--- src/rtl/alu_seq_pkg.sv ---
// Shared constants, state/op enums and decode helpers for the ALU sequencer.
// ALU_SERIAL_SHIFT_EN is consumed by alu_sequencer, not here.
package alu_seq_pkg;

  localparam logic [6:0] OPC_OP     = 7'b0110011;
  localparam logic [6:0] OPC_OP_IMM = 7'b0010011;
  localparam logic [6:0] OPC_LOAD   = 7'b0000011;
  localparam logic [6:0] OPC_STORE  = 7'b0100011;
  localparam logic [6:0] OPC_LUI    = 7'b0110111;
  localparam logic [6:0] OPC_AUIPC  = 7'b0010111;

  localparam logic [2:0] F3_ADD  = 3'b000;
  localparam logic [2:0] F3_SLL  = 3'b001;
  localparam logic [2:0] F3_SLT  = 3'b010;
  localparam logic [2:0] F3_SLTU = 3'b011;
  localparam logic [2:0] F3_XOR  = 3'b100;
  localparam logic [2:0] F3_SR   = 3'b101;
  localparam logic [2:0] F3_OR   = 3'b110;
  localparam logic [2:0] F3_AND  = 3'b111;

  typedef enum logic [1:0] {
    ST_IDLE  = 2'd0,
    ST_SHIFT = 2'd1,
    ST_DONE  = 2'd2
  } alu_state_e;

  typedef enum logic [3:0] {
    OP_ADD, OP_SUB, OP_SLT, OP_SLTU, OP_XOR,
    OP_OR, OP_AND, OP_SLL, OP_SRL, OP_SRA
  } alu_op_e;

  function automatic logic opcode_legal(input logic [6:0] opcode);
    return (opcode == OPC_OP) || (opcode == OPC_OP_IMM) || (opcode == OPC_LOAD) ||
           (opcode == OPC_STORE) || (opcode == OPC_LUI) || (opcode == OPC_AUIPC);
  endfunction

  // Only register/immediate ALU ops look at FUNCT3; everything else adds.
  function automatic alu_op_e decode_op(input logic [6:0] opcode,
                                        input logic [2:0] funct3,
                                        input logic       funct1);
    alu_op_e op;
    op = OP_ADD;
    if ((opcode == OPC_OP) || (opcode == OPC_OP_IMM)) begin
      case (funct3)
        F3_ADD:  op = ((opcode == OPC_OP) && funct1) ? OP_SUB : OP_ADD;
        F3_SLL:  op = OP_SLL;
        F3_SLT:  op = OP_SLT;
        F3_SLTU: op = OP_SLTU;
        F3_XOR:  op = OP_XOR;
        F3_SR:   op = funct1 ? OP_SRA : OP_SRL;
        F3_OR:   op = OP_OR;
        F3_AND:  op = OP_AND;
        default: op = OP_ADD;
      endcase
    end
    return op;
  endfunction

  function automatic logic is_shift_op(input alu_op_e op);
    return (op == OP_SLL) || (op == OP_SRL) || (op == OP_SRA);
  endfunction

endpackage

--- src/rtl/alu_core.sv ---
// Single-step combinational ALU datapath; shifts use data1[4:0] only.
module alu_core
  import alu_seq_pkg::*;
(
  input  alu_op_e     op,
  input  logic [31:0] data0,
  input  logic [31:0] data1,
  output logic [31:0] result
);

  logic [4:0] shamt;
  assign shamt = data1[4:0];

  always_comb begin
    result = '0;
    case (op)
      OP_ADD:  result = data0 + data1;
      OP_SUB:  result = data0 - data1;
      OP_SLT:  result = {31'b0, $signed(data0) < $signed(data1)};
      OP_SLTU: result = {31'b0, data0 < data1};
      OP_XOR:  result = data0 ^ data1;
      OP_OR:   result = data0 | data1;
      OP_AND:  result = data0 & data1;
      OP_SLL:  result = data0 << shamt;
      OP_SRL:  result = data0 >> shamt;
      OP_SRA:  result = $signed(data0) >>> shamt;
      default: result = '0;
    endcase
  end

endmodule

--- src/rtl/alu_sequencer.sv ---
// Handshaked ALU sequencer: IDLE -> (SHIFT) -> DONE. ALU_SERIAL_SHIFT_EN enables
// bit-serial shifts through SHIFT; otherwise every op completes in one cycle.
module alu_sequencer
  import alu_seq_pkg::*;
(
  input  logic        CLK,
  input  logic        RST_N,
  input  logic        IN_VALID,
  output logic        IN_READY,
  input  logic [6:0]  OPCODE,
  input  logic [2:0]  FUNCT3,
  input  logic        FUNCT1,
  input  logic [4:0]  RS2,
  input  logic [11:0] IMM12,
  input  logic [19:0] U_IMM20,
  input  logic [31:0] RS1_DATA,
  input  logic [31:0] RS2_DATA,
  input  logic [31:0] PC,
  output logic        OUT_VALID,
  input  logic        OUT_READY,
  output logic [31:0] RESULT,
  output logic        ILLEGAL,
  input  logic        FLUSH,
  output logic        BUSY,
  output alu_state_e  state_dbg
);

  // Handshakes: a transfer happens on a CLK edge where valid and ready are both high.
  alu_state_e  state_q, state_d;
  logic [31:0] result_q, result_d;
  logic        illegal_q, illegal_d;
  logic [31:0] data0, data1, core_a, core_b, core_y;
  alu_op_e     dec_op, core_op;
  logic        legal, accept;
  logic        unused_rs2;

`ifdef ALU_SERIAL_SHIFT_EN
  alu_op_e     op_q, op_d;
  logic [4:0]  cnt_q, cnt_d;
`endif

  assign unused_rs2 = ^RS2;
  assign dec_op     = decode_op(OPCODE, FUNCT3, FUNCT1);
  assign legal      = opcode_legal(OPCODE);
  assign IN_READY   = RST_N && (state_q == ST_IDLE) && !FLUSH;
  assign accept     = IN_VALID && IN_READY;
  assign OUT_VALID  = (state_q == ST_DONE);
  assign BUSY       = (state_q != ST_IDLE);
  assign RESULT     = result_q;
  assign ILLEGAL    = illegal_q;
  assign state_dbg  = state_q;

  always_comb begin
    data0 = RS1_DATA;
    if (OPCODE == OPC_AUIPC)    data0 = PC;
    else if (OPCODE == OPC_LUI) data0 = '0;
    case (OPCODE)
      OPC_OP:                          data1 = RS2_DATA;
      OPC_LUI, OPC_AUIPC:              data1 = {U_IMM20, 12'b0};
      OPC_OP_IMM, OPC_LOAD, OPC_STORE: data1 = {{20{IMM12[11]}}, IMM12};
      default:                         data1 = '0;
    endcase
  end

  // In SHIFT the core is reused as a one-bit shifter on the accumulator.
  always_comb begin
    core_op = dec_op;
    core_a  = data0;
    core_b  = data1;
`ifdef ALU_SERIAL_SHIFT_EN
    if (state_q == ST_SHIFT) begin
      core_op = op_q;
      core_a  = result_q;
      core_b  = 32'd1;
    end
`endif
  end

  alu_core u_core (
    .op     (core_op),
    .data0  (core_a),
    .data1  (core_b),
    .result (core_y)
  );

  always_comb begin
    state_d   = state_q;
    result_d  = result_q;
    illegal_d = illegal_q;
`ifdef ALU_SERIAL_SHIFT_EN
    op_d  = op_q;
    cnt_d = cnt_q;
`endif
    case (state_q)
      ST_IDLE: begin
        if (accept) begin
          illegal_d = !legal;
          result_d  = legal ? core_y : '0;
          state_d   = ST_DONE;
`ifdef ALU_SERIAL_SHIFT_EN
          if (legal && is_shift_op(dec_op) && (data1[4:0] != 5'd0)) begin
            result_d = data0;
            op_d     = dec_op;
            cnt_d    = data1[4:0];
            state_d  = ST_SHIFT;
          end
`endif
        end
      end
      ST_SHIFT: begin
`ifdef ALU_SERIAL_SHIFT_EN
        if (cnt_q == 5'd0) begin
          state_d = ST_DONE;
        end else begin
          result_d = core_y;
          cnt_d    = cnt_q - 5'd1;
        end
`else
        state_d = ST_IDLE;
`endif
      end
      ST_DONE: begin
        if (OUT_READY) state_d = ST_IDLE;
      end
      default: state_d = ST_IDLE;
    endcase
    if (FLUSH) begin
      state_d = ST_IDLE;
`ifdef ALU_SERIAL_SHIFT_EN
      cnt_d = '0;
`endif
    end
  end

  always_ff @(posedge CLK) begin
    if (!RST_N) begin
      state_q   <= ST_IDLE;
      result_q  <= '0;
      illegal_q <= 1'b0;
`ifdef ALU_SERIAL_SHIFT_EN
      op_q  <= OP_ADD;
      cnt_q <= '0;
`endif
    end else begin
      state_q   <= state_d;
      result_q  <= result_d;
      illegal_q <= illegal_d;
`ifdef ALU_SERIAL_SHIFT_EN
      op_q  <= op_d;
      cnt_q <= cnt_d;
`endif
    end
  end

endmodule

--- config.mk ---
export PLATFORM = sky130hd
export DESIGN_NAME = alu_sequencer
export DESIGN_NICKNAME = d
export VERILOG_FILES = /design/src/rtl/alu_seq_pkg.sv /design/src/rtl/alu_core.sv /design/src/rtl/alu_sequencer.sv
export SDC_FILE = /design/constraint.sdc
export NUM_CORES = 1
export LEC_CHECK = 0
export CAP_MARGIN = 30
export CORE_MARGIN = 2
export CORE_UTILIZATION = 45
export DETAILED_ROUTE_END_ITERATION = 10
export PLACE_DENSITY_LB_ADDON = 0.05
export SYNTH_ARGS = -nofsm -noshare
export SYNTH_HDL_FRONTEND = slang
export SYNTH_SLANG_ARGS = --single-unit
--- constraint.sdc ---
create_clock -name CLK -period 6.6 [get_ports CLK]
set_input_delay 1.98 -clock CLK [delete_from_list [all_inputs] [get_ports CLK]]
set_output_delay 1.98 -clock CLK [all_outputs]
set_load 0.1 [all_outputs]
==> reports/qor.txt <==
status -> completed
Required @ worst endpoint -> 6.76 ns
Power Total -> 1.19 mW
Clk Latency, worst-skew pair -> 0.29 ns
vias -> 15.8k
Post-DP HPWL -> 50.1 mm
RePlAce Congestion -> 1.07
Slew headroom -> 30.0%
largest area contributor in the netlist -> ha_1
Post-Synth Adder-Cell Area -> 11.2%
Setup TNS Final -> 0 ns
drt pass-1 iters -> 6
share of layout cells above drive strength 1 -> 10.8%
first-pass GRT wire length -> 90.9 mm
initial antenna violation count -> 5
initial DRC count -> 2236
Vias per Instance -> 6.89
number of flops mapped to enable cells by yosys -> 0
Main synth FF type -> dfxtp_1
main combinational cell family by area after synthesis -> compound AO/OA/AOI/OAI gates
Layout Nets -> 2216
Die ar. -> 26800 µm²
clock tree buffer depth -> 2
GRT Resource Usage Total -> 45.1%
crit path DAT -> 6.65 ns
multiplexer share of the synthesized area -> 4.37%
Top-Level Pins -> 187
die width -> 164 µm
Setup Skew -> 0.00832 ns
Remaining Overflow, GRT -> 0
distinct cell type count after synthesis -> 96
Final period util -> 98.3%
number of port buffers -> 180
Avg WL per Cell -> 27.1 µm
Num CTS Buffers -> 5
HP Class -> reg2reg
Setup CP Type -> in2reg
top cells by count, synth -> o21ai_0 (192), nor2_1 (165), a21oi_1 (151)
largest net degree at the start of global routing -> 61
maximum level of the CTS H-tree -> 2
mapped cell area -> 11500 µm²
final WL -> 62.1 mm
Worst VDD drop -> 95.7 µV
FP Rows -> 58
fmax -> 154 MHz
die span in y -> 164 µm
RSZ-0062 raised after global routing -> no
vias in the first global route -> 14.6k
count leader, synth -> o21ai_0
Slew @ Worst Pin -> 1.02 ns
XOR/XNOR share of the synthesized area -> 0.915%
CP endpoint kind -> flop
syn_nets -> 2032
Starting Density -> 45.7%
Critical Path Start Type -> input port
fillcell total -> 2442
P_leak -> 5.96 nW
final setup vio count -> 0
Fin. Hold Viols -> 0
Pwr Density -> 83.0 nW/µm²
area grow syn2layout -> 25.2%
TritonCTS clock tree -> done
post-synth top area share -> 10.9%
drt drc -> 0
Syn Area/Cell -> 6.45 µm²
clk slew on worst S/H paths -> 0.06 ns
root buf cell -> clkbuf_16
largest cells by area after synthesis -> ha_1 (11%), o21ai_0 (8.4%), a21oi_1 (6.6%), dfxtp_1 (5.9%), nor2_1 (5.4%)
Seq/Total Area, Yosys -> 5.93%
yosys warns -> 0
Compound-Gate Fraction of Synth Area -> 44.0%
Synth Instances -> 1781
Synth Area in Simple Gates -> 24.4%
number of synthesized register bits -> 34
Post-synth ARST share -> 0%
max-slew violations -> 0
Final Util -> 57.3%
antenna-violating nets left -> 0
post-layout minimum cycle time -> 6.49 ns
number of setup buffers added after CTS -> 0
crit-path max FO -> 40
Core Region -> 25100 µm²
max-cap viol count -> 0
Clock Sinks -> 34
repair_timing:
action,4_1_cts,5_1_grt
gates resized for setup,0,2
setup endpoints to repair,0,2
hold buffers,0,0
stage by stage:
step | instance area (µm²) | setup WS, ns | hold slack [ns] | std cells
after detailed placement | 14200 | 0.00178 | 0.457 | 2288
after global placement | 14200 | 0.0170 | 0.444 | 2287
final | 14400 | 0.109 | 0.463 | 2297
after global routing | 14400 | 0.0194 | 0.497 | 2296
after CTS | 14400 | 0.285 | 0.467 | 2295
after floorplan | 11500 | 0.579 | 0.874 | 1781
critical path: stages:
cell and delay (ns):
clkdlybuf4s50_1 0.43, nand4bb_2 0.37, buf_12 0.25, nor3_2 0.19, a22oi_1 0.21, fa_1 0.50, nor2b_1 0.18, o21ai_0 0.18
a2111oi_1 0.60, buf_4 0.22, o21ai_0 0.20, a21oi_1 0.43, nor2_1 0.08, a211oi_1 0.23, nor3b_1 0.08, buf_4 0.17
or3_1 0.34
cells in the final DEF, fill, tap and decap left out, types with 24 or more instances in the layout:
cell             synthesis  final
nand3_1                 69     69
a21o_1                  25     25
inv_1                   91     91
nor2b_1                 30     30
and2_1                  31     31
a31oi_1                 42     42
a211oi_1                24     24
nor2_1                 165    164
ha_1                   100    100
a221oi_1                39     39
buf_4                   10    145
nand2_1                139    139
clkdlybuf4s50_1          0    178
o211ai_1                26     26
mux2i_1                 40     40
a21oi_1                151    151
a22oi_1                 25     25
nor3_1                  51     51
dfxtp_1                 34     34
o22ai_1                 44     44
o21ai_0                192    192
layer usage:
layer  vias to the layer above  share of wire, %  track usage, %
met1                      7330                38            57.6
met4                         6               7.3            26.6
met2                      1197                42            69.4
li1                       7053                 -               -
met5                         -             0.074               0
met3                       235                12            10.2
worst paths after layout:
path | start | endpoint | slack (ns) | cells after the start
hold reg to reg | RESULT[4] | RESULT[4] | 0.46 | 2
setup / recovery | OPCODE[3] | RESULT[22] | 0.11 | 17
hold / removal | RESULT[4] | RESULT[4] | 0.46 | 2
setup reg to reg | state_dbg[1] | RESULT[22] | 3.77 | 7
area by class of cell:
type                            count  area, µm²  area share [%]
Clock inverter                      1       30.0           0.209
Tap cell                          330        413            2.87
Timing Repair Buffer              328       2950            20.5
Clock buffer                        6        139           0.966
Multi-Input combinational cell   1498       9800            68.1
Sequential cell                    34        681            4.73
Inverter                           98        368            2.56
Antenna cell                        2       5.00          0.0348
state kept, by name, indices dropped and copies added, names as in the netlist:
name and count:
state_dbg 1, ILLEGAL 1, RESULT 32
power breakdown:
group / switching, mW / internal [mW]
Clock: 0.0972 / 0.187
Combinational: 0.428 / 0.274
Sequential: 0.00103 / 0.206
Total: 0.526 / 0.667
logic make-up (layout without fill, tap and decap cells):
group | count (synthesis) | count (layout)
DFF | 34 | 34
other | 1 | 3
muxes | 47 | 47
and+or+nand+nor | 578 | 578
xor gates and xnor gates | 12 | 12
buffers and inverters | 249 | 433
AOI/OAI and AO/OA | 758 | 758
adders and majority gates | 102 | 102
No activity file was read; power rests on OpenSTA's default activity.
